$ cat src/rtl/accel_bus0_arbiter_pkg.sv
// Shared types, reset value and defaults for the bus0 round-robin arbiter.
// Index fields are ARB_IDX_W bits wide, which covers up to seven masters plus the "none" index.
package accel_bus0_arbiter_pkg;

  localparam int ARB_TIMEOUT_DFLT = 1024;
  localparam int ARB_NMST_DFLT    = 4;
  localparam int ARB_IDX_W        = 3;
  localparam int ARB_WDOG_W       = 16;
  localparam int ARB_CNT_W        = 16;

  typedef enum logic [1:0] {
    ARB_IDLE,
    ARB_ADDR,
    ARB_DATA
  } arb_state_e;

  typedef struct packed {
    arb_state_e             state;
    logic [ARB_IDX_W-1:0]   ptr;
    logic [ARB_IDX_W-1:0]   midx;
    logic [ARB_WDOG_W-1:0]  wdog;
    logic [ARB_CNT_W-1:0]   err_cnt;
  } arb_ch_t;

  localparam arb_ch_t ARB_CH_RST = '{
    state:   ARB_IDLE,
    ptr:     '0,
    midx:    ARB_IDX_W'(ARB_NMST_DFLT),
    wdog:    '0,
    err_cnt: '0
  };

  // Round-robin successor of a master index, wrapping at nmst.
  function automatic logic [ARB_IDX_W-1:0] arb_next_idx(input logic [ARB_IDX_W-1:0] idx,
                                                         input int nmst);
    if (int'(idx) + 1 >= nmst) return '0;
    return idx + ARB_IDX_W'(1);
  endfunction

endpackage

$ cat src/rtl/accel_bus0_arbiter_if.sv
// Handshake bundle between the bus0 crossbar and its arbiter.
// The slave modport is the arbiter side; master is the crossbar side.
interface accel_bus0_arbiter_if #(
  parameter int NMST   = 4,
  parameter int MIDX_W = 3
);

  logic [NMST-1:0]   i_ar_valid;
  logic              i_ar_fire;
  logic              i_r_done;
  logic [NMST-1:0]   i_aw_valid;
  logic              i_aw_fire;
  logic              i_b_done;
  logic [MIDX_W-1:0] o_ar_midx;
  logic              o_ar_gnt;
  logic [MIDX_W-1:0] o_aw_midx;
  logic              o_aw_gnt;
  logic              o_rd_timeout;
  logic              o_wr_timeout;
  logic [15:0]       o_rd_err_cnt;
  logic [15:0]       o_wr_err_cnt;

  modport slave (
    input  i_ar_valid, i_ar_fire, i_r_done, i_aw_valid, i_aw_fire, i_b_done,
    output o_ar_midx, o_ar_gnt, o_aw_midx, o_aw_gnt,
           o_rd_timeout, o_wr_timeout, o_rd_err_cnt, o_wr_err_cnt
  );

  modport master (
    output i_ar_valid, i_ar_fire, i_r_done, i_aw_valid, i_aw_fire, i_b_done,
    input  o_ar_midx, o_ar_gnt, o_aw_midx, o_aw_gnt,
           o_rd_timeout, o_wr_timeout, o_rd_err_cnt, o_wr_err_cnt
  );

endinterface

$ cat src/rtl/accel_bus0_arbiter_ch.sv
// One arbitration channel: round-robin pick in IDLE, owner locked through ADDR and DATA,
// watchdog forces release of a hung slave and counts the event.
module accel_bus0_arbiter_ch
  import accel_bus0_arbiter_pkg::*;
#(
  parameter int NMST    = 4,
  parameter int MIDX_W  = 3,
  parameter int TIMEOUT = ARB_TIMEOUT_DFLT
) (
  input  logic                 i_clk,
  input  logic                 i_rst,
  input  logic [NMST-1:0]      i_valid,
  input  logic                 i_fire,
  input  logic                 i_done,
  output logic [MIDX_W-1:0]    o_midx,
  output logic                 o_gnt,
  output logic                 o_timeout,
  output logic [ARB_CNT_W-1:0] o_err_cnt
);

  localparam logic [ARB_IDX_W-1:0]  IDX_NONE  = ARB_IDX_W'(NMST);
  localparam logic [ARB_WDOG_W-1:0] WDOG_LAST = ARB_WDOG_W'(TIMEOUT - 1);

  arb_ch_t ch_q, ch_d;
  logic    timeout_q, timeout_d;

  logic [2**ARB_IDX_W-1:0] valid_ext;
  logic                    found;
  logic [ARB_IDX_W-1:0]    winner;
  logic                    release_req;

  // Scan valids starting at ptr; the padded vector lets the scan index address any bit.
  always_comb begin
    logic [ARB_IDX_W-1:0] scan_idx;
    valid_ext = '0;
    valid_ext[NMST-1:0] = i_valid;
    found    = 1'b0;
    winner   = '0;
    scan_idx = ch_q.ptr;
    for (int k = 0; k < NMST; k++) begin
      if (!found && valid_ext[scan_idx]) begin
        found  = 1'b1;
        winner = scan_idx;
      end
      scan_idx = arb_next_idx(scan_idx, NMST);
    end
  end

  always_comb begin
    ch_d        = ch_q;
    timeout_d   = 1'b0;
    release_req = 1'b0;
    unique case (ch_q.state)
      ARB_IDLE: begin
        if (found) begin
          ch_d.state = ARB_ADDR;
          ch_d.midx  = winner;
          ch_d.wdog  = '0;
        end
      end
      ARB_ADDR: begin
        if (i_fire) begin
          ch_d.state = ARB_DATA;
          ch_d.wdog  = '0;
        end else if (ch_q.wdog == WDOG_LAST) begin
          timeout_d = 1'b1;
        end else begin
          ch_d.wdog = ch_q.wdog + ARB_WDOG_W'(1);
        end
      end
      ARB_DATA: begin
        if (i_done) begin
          release_req = 1'b1;
        end else if (ch_q.wdog == WDOG_LAST) begin
          timeout_d = 1'b1;
        end else begin
          ch_d.wdog = ch_q.wdog + ARB_WDOG_W'(1);
        end
      end
      default: ch_d = ch_q;
    endcase

    // Normal and forced releases both hand priority to the master after the owner.
    if (release_req || timeout_d) begin
      ch_d.state = ARB_IDLE;
      ch_d.midx  = IDX_NONE;
      ch_d.ptr   = arb_next_idx(ch_q.midx, NMST);
      ch_d.wdog  = '0;
    end
    if (timeout_d && (ch_q.err_cnt != '1)) begin
      ch_d.err_cnt = ch_q.err_cnt + ARB_CNT_W'(1);
    end
  end

  always_ff @(posedge i_clk) begin
    if (i_rst) begin
      ch_q      <= ARB_CH_RST;
      ch_q.midx <= IDX_NONE;
      timeout_q <= 1'b0;
    end else begin
      ch_q      <= ch_d;
      timeout_q <= timeout_d;
    end
  end

  assign o_midx    = MIDX_W'(ch_q.midx);
  assign o_gnt     = (ch_q.state == ARB_ADDR);
  assign o_timeout = timeout_q;
  assign o_err_cnt = ch_q.err_cnt;

endmodule

$ cat src/rtl/accel_bus0_arbiter.sv
// Bus0 arbiter top: independent read (ar/r) and write (aw/b) round-robin channels.
// Write data follows o_aw_midx, so the write channel stays locked until the B response.
module accel_bus0_arbiter
  import accel_bus0_arbiter_pkg::*;
#(
  parameter int NMST    = 4,
  parameter int MIDX_W  = 3,
  parameter int TIMEOUT = ARB_TIMEOUT_DFLT
) (
  input  logic                 i_clk,
  input  logic                 i_rst,
  accel_bus0_arbiter_if.slave  bus
);

  accel_bus0_arbiter_ch #(
    .NMST    (NMST),
    .MIDX_W  (MIDX_W),
    .TIMEOUT (TIMEOUT)
  ) u_rd_ch (
    .i_clk     (i_clk),
    .i_rst     (i_rst),
    .i_valid   (bus.i_ar_valid),
    .i_fire    (bus.i_ar_fire),
    .i_done    (bus.i_r_done),
    .o_midx    (bus.o_ar_midx),
    .o_gnt     (bus.o_ar_gnt),
    .o_timeout (bus.o_rd_timeout),
    .o_err_cnt (bus.o_rd_err_cnt)
  );

  accel_bus0_arbiter_ch #(
    .NMST    (NMST),
    .MIDX_W  (MIDX_W),
    .TIMEOUT (TIMEOUT)
  ) u_wr_ch (
    .i_clk     (i_clk),
    .i_rst     (i_rst),
    .i_valid   (bus.i_aw_valid),
    .i_fire    (bus.i_aw_fire),
    .i_done    (bus.i_b_done),
    .o_midx    (bus.o_aw_midx),
    .o_gnt     (bus.o_aw_gnt),
    .o_timeout (bus.o_wr_timeout),
    .o_err_cnt (bus.o_wr_err_cnt)
  );

endmodule
$ cat src/flat_wrapper.sv
// flat-port wrapper written by rule: the top's interface ports become plain ports
module accel_bus0_arbiter_flat import accel_bus0_arbiter_pkg::*;
#(
  parameter int NMST    = 4,
  parameter int MIDX_W  = 3,
  parameter int TIMEOUT = ARB_TIMEOUT_DFLT
)
  (i_clk, i_rst, bus_i_ar_valid, bus_i_ar_fire, bus_i_r_done, bus_i_aw_valid, bus_i_aw_fire, bus_i_b_done, bus_o_ar_midx, bus_o_ar_gnt, bus_o_aw_midx, bus_o_aw_gnt, bus_o_rd_timeout, bus_o_wr_timeout, bus_o_rd_err_cnt, bus_o_wr_err_cnt);
  accel_bus0_arbiter_if #(.NMST(NMST), .MIDX_W(MIDX_W)) bus_i ();
  input  logic i_clk;
  input  logic i_rst;
  input wire logic [$bits(bus_i.i_ar_valid)-1:0] bus_i_ar_valid;
  input wire logic [$bits(bus_i.i_ar_fire)-1:0] bus_i_ar_fire;
  input wire logic [$bits(bus_i.i_r_done)-1:0] bus_i_r_done;
  input wire logic [$bits(bus_i.i_aw_valid)-1:0] bus_i_aw_valid;
  input wire logic [$bits(bus_i.i_aw_fire)-1:0] bus_i_aw_fire;
  input wire logic [$bits(bus_i.i_b_done)-1:0] bus_i_b_done;
  output wire logic [$bits(bus_i.o_ar_midx)-1:0] bus_o_ar_midx;
  output wire logic [$bits(bus_i.o_ar_gnt)-1:0] bus_o_ar_gnt;
  output wire logic [$bits(bus_i.o_aw_midx)-1:0] bus_o_aw_midx;
  output wire logic [$bits(bus_i.o_aw_gnt)-1:0] bus_o_aw_gnt;
  output wire logic [$bits(bus_i.o_rd_timeout)-1:0] bus_o_rd_timeout;
  output wire logic [$bits(bus_i.o_wr_timeout)-1:0] bus_o_wr_timeout;
  output wire logic [$bits(bus_i.o_rd_err_cnt)-1:0] bus_o_rd_err_cnt;
  output wire logic [$bits(bus_i.o_wr_err_cnt)-1:0] bus_o_wr_err_cnt;
  assign bus_i.i_ar_valid = bus_i_ar_valid;
  assign bus_i.i_ar_fire = bus_i_ar_fire;
  assign bus_i.i_r_done = bus_i_r_done;
  assign bus_i.i_aw_valid = bus_i_aw_valid;
  assign bus_i.i_aw_fire = bus_i_aw_fire;
  assign bus_i.i_b_done = bus_i_b_done;
  assign bus_o_ar_midx = bus_i.o_ar_midx;
  assign bus_o_ar_gnt = bus_i.o_ar_gnt;
  assign bus_o_aw_midx = bus_i.o_aw_midx;
  assign bus_o_aw_gnt = bus_i.o_aw_gnt;
  assign bus_o_rd_timeout = bus_i.o_rd_timeout;
  assign bus_o_wr_timeout = bus_i.o_wr_timeout;
  assign bus_o_rd_err_cnt = bus_i.o_rd_err_cnt;
  assign bus_o_wr_err_cnt = bus_i.o_wr_err_cnt;
  accel_bus0_arbiter #(.NMST(NMST), .MIDX_W(MIDX_W), .TIMEOUT(TIMEOUT)) u_core (.i_clk(i_clk), .i_rst(i_rst), .bus(bus_i));
endmodule
$ cat config.mk
export PLATFORM = sky130hd
export DESIGN_NAME = accel_bus0_arbiter_flat
export DESIGN_NICKNAME = d
export VERILOG_FILES = /design/src/rtl/accel_bus0_arbiter_pkg.sv /design/src/rtl/accel_bus0_arbiter_if.sv /design/src/rtl/accel_bus0_arbiter_ch.sv /design/src/rtl/accel_bus0_arbiter.sv /design/src/flat_wrapper.sv
export SDC_FILE = /design/constraint.sdc
export NUM_CORES = 1
export LEC_CHECK = 0
export ABC_AREA = 1
export BUFFER_PORTS_ARGS = -buffer_cell sky130_fd_sc_hd__buf_2
export CORE_UTILIZATION = 45
export CTS_BUF_LIST = sky130_fd_sc_hd__clkbuf_4 sky130_fd_sc_hd__clkbuf_8
export DETAILED_ROUTE_END_ITERATION = 6
export PLACE_DENSITY = 0.6
export SETUP_SLACK_MARGIN = 0.3
export SLEW_MARGIN = 20
export SYNTH_ARGS = -nofsm -noshare
export SYNTH_HDL_FRONTEND = slang
export SYNTH_HIERARCHICAL = 1
export SYNTH_SLANG_ARGS = --single-unit
$ cat constraint.sdc
create_clock -name i_clk -period 6.95 [get_ports i_clk]
set_input_delay 0.695 -clock i_clk [delete_from_list [all_inputs] [get_ports i_clk]]
set_output_delay 0.695 -clock i_clk [all_outputs]
set_load 0.02 [all_outputs]
==> impl_metrics.yaml <==
floorplan:
  dieArea_sq_um: 15200
  die_h_um: 123
  die_width_um: 123
  core_sq_um: 14100
  initial_core_util_pct: 46.8
  num_rows: 43
  io_pins: 56
synthesis:
  synth_common_cells: "nand2_1 (292), nor2_1 (125), inv_1 (112)"
  synth_compound_area_share_pct: 8.34
  synth_mux_area_share_pct: 0
  synth.avg_cell_area_sq_um: 6.24
  yosys.area.top_type: "dfxtp_1"
  netlist_top_cells_area: "dfxtp_1 (25%), nand2_1 (17%), nand3_1 (7.2%)"
  yosysWarnings: 6
  async_flop_share_pct: 0
  synth_top_family_by_area: "simple AND/OR/NAND/NOR gates"
  synth_top_area_share_pct: 24.9
  synth_xor_area_share_pct: 2.39
  synth.most_common_cell: "nand2_1"
  synthAdderAreaFrac_pct: 3.79
  seq_area_frac_synth_pct: 24.9
  synth_ff_type: "dfxtp_1"
  ys_types: 44
  synthesis.area_sq_um: 6600
  synth_seq_cells: 82
  syn_inst: 1059
  synth-edff-count: 0
  synthesis.nets: 1093
  synth-simple-area-share_pct: 46.0
cells_and_area:
  diodes: 0
  stdcell_count: 1246
  nets: 1095
  syn2layout_area_growth_pct: 3.88
  drive_gt1_share_pct: 13.6
  fin_area_sq_um: 6860
global_route:
  grt_pass1_wl_um: 26700
  grt_pass1_vias: 5551
  grt_max_degree: 23
  grt_overflow_total: 0
  antenna_found_initial: 0
  grt_usage_pct: 22.0
detailed_routing:
  postRouteAntennaNets: 0
  drt-total-wl_um: 16100
  dr.pass1.iters: 5
  drt_iter0_drc: 498
  num_vias: 6416
  drc_errors: 0
  wl_per_cell_um: 12.9
  viasPerCell: 5.15
worst_setup_path:
  path_max_fanout: 14
  cp-start-kind: "register"
  r2r_start: "u_core/u_wr_ch/ch_q[35]"
  cp-end-kind: "register"
  slowest_delay_ps: 590
  required_ps: 7240
  cp_common_cell: "inv_1"
  cp_cell_sequence: "ha_1 > nand4_1 > inv_1 > ha_1 > inv_1 > nor2_1 > ha_1 > inv_1 > nor2_1 > inv_1 > nand2_1 > nand2_1 > nand4_2 > nand2_2 > nand2_1 > a21oi_1"
  startpoint: "u_core/u_wr_ch/ch_q[35]"
  r2r_slack_ps: 3770
  arrival_ps: 3470
  cpMaxStageDelayCell: "dfxtp_1"
  path_class: "register to register"
min_path:
  hp-start: "u_core/u_rd_ch/o_midx[2]"
  hp-class: "register to register"
clock_tree:
  cts_made_buffers: 9
  clock-sinks: 82
  cts_resized: 0
  hold_buffers: 0
  cts_tree: "done"
  clock_latency_ps: 360
  cts_root_buf: "clkbuf_8"
  path_clk_slew_ps: 90
  clockBufferDepth: 2
  cts_setup_buffers: 0
  cts_max_level: 3
placed_design:
  postPlaceCellArea_sq_um: 6630
  port_buffers: 55
  place.gp.congestion: 0.863
  dp_hpwl_um: 12300
  place_inst: 1230
sta:
  tightest_slew_ps: 822
  clock.fmax_mhz: 314
  period_needed_ps: 3180
  slew_viol_final: 0
  hold_violations: 0
  finalCritPeriodShare_pct: 45.8
  rsz0062_at_grt: "no"
  setup_viol: 0
  maxSlewHeadroom_pct: 45.0
  tns_ps: 0
  clock_skew_ps: 12.4
power:
  power_density_nw_per_um2: 224
  peakVddDrop_v: 0.000207
  p_leak_uw: 0.00328
run:
  maxCapViolCount: 0
outcome:
  status: "finished clean"
worst paths after layout:
check,to,depth (start not counted)
worst max-delay path,u_core/u_wr_ch/ch_q[16],16
worst min-delay path,u_core/u_rd_ch/o_midx[2],2
worst max register to register,u_core/u_wr_ch/ch_q[16],16
worst min register to register,u_core/u_rd_ch/o_midx[2],2
metrics by stage:
stage / hold slack (ps) / power (uW) / utilization, % / setup slack (ps)
after floorplan: 454 / 1040 / - / 4420
after global placement: 488 / 1140 / 47.1 / 3860
after detailed placement: 495 / 1140 / 47.1 / 3820
after CTS: 509 / 1550 / 48.7 / 3780
after global routing: 532 / 1650 / 48.7 / 3400
final: 498 / 1530 / 48.7 / 3770
logic make-up after synthesis:
group           after synthesis
simple gates                646
compound gates               98
flops                        82
buf+inv                     195
xor+xnor                     18
fa+ha+maj                    20
worst max-delay path: cells and delay by family (launching register included):
kind / cells / cell delay, ps
adders and majority gates: 3 / 880
AOI/OAI and AO/OA: 1 / 140
DFF: 1 / 590
buffers and inverters: 4 / 230
and+or+nand+nor: 8 / 1260
state kept, by name, summed over array words and instances (netlist names):
| signal | count |
|---|---|
| u_core/u_wr_ch/ch_q | 21 |
| u_core/u_rd_ch/o_err_cnt | 16 |
| u_core/u_wr_ch/o_err_cnt | 16 |
| u_core/u_rd_ch/o_midx | 3 |
| u_core/u_wr_ch/o_midx | 3 |
| u_core/u_rd_ch/ch_q | 21 |
| u_core/u_rd_ch/o_timeout | 1 |
| u_core/u_wr_ch/o_timeout | 1 |
layer usage:
| metal | global-route usage, % | vias to the layer above | routed length, um |
|---|---|---|---|
| met2 | 34.4 | 110 | 7250 |
| li1 | - | 3397 | - |
| met5 | 0 | - | 0 |
| met3 | 4.11 | 8 | 549 |
| met1 | 31.0 | 2901 | 8150 |
| met4 | 5.05 | 0 | 135 |
cells in the final DEF (no fill, tap or decap), types with 9 or more instances in the layout:
cell	count
buf_2	55
inv_1	112
nor2_2	13
ha_1	20
nor2_1	125
dfxtp_1	82
o21ai_1	9
xor2_1	14
clkbuf_8	10
a21oi_1	57
o21ai_0	20
nand3_1	95
inv_2	16
nand2_2	15
nor3_1	25
nand4_1	48
nand2_1	292
report_power, final:
| group | switching (uW) | total (uW) | internal [uW] |
|---|---|---|---|
| logic | 392 | 559 | 167 |
| registers | 60.6 | 574 | 514 |
| clock network | 179 | 400 | 220 |
| total | 632 | 1530 | 902 |
area by class of cell:
| type | count | area (sq um) |
|---|---|---|
| Inverter | 131 | 494 |
| Timing Repair Buffer | 55 | 275 |
| Clock inverter | 4 | 75.1 |
| Tap cell | 180 | 225 |
| Multi-Input combinational cell | 782 | 4000 |
| Clock buffer | 12 | 153 |
| Sequential cell | 82 | 1640 |
| Fill cell | 1480 | 7240 |
Power figures use the tool's default switching activity.
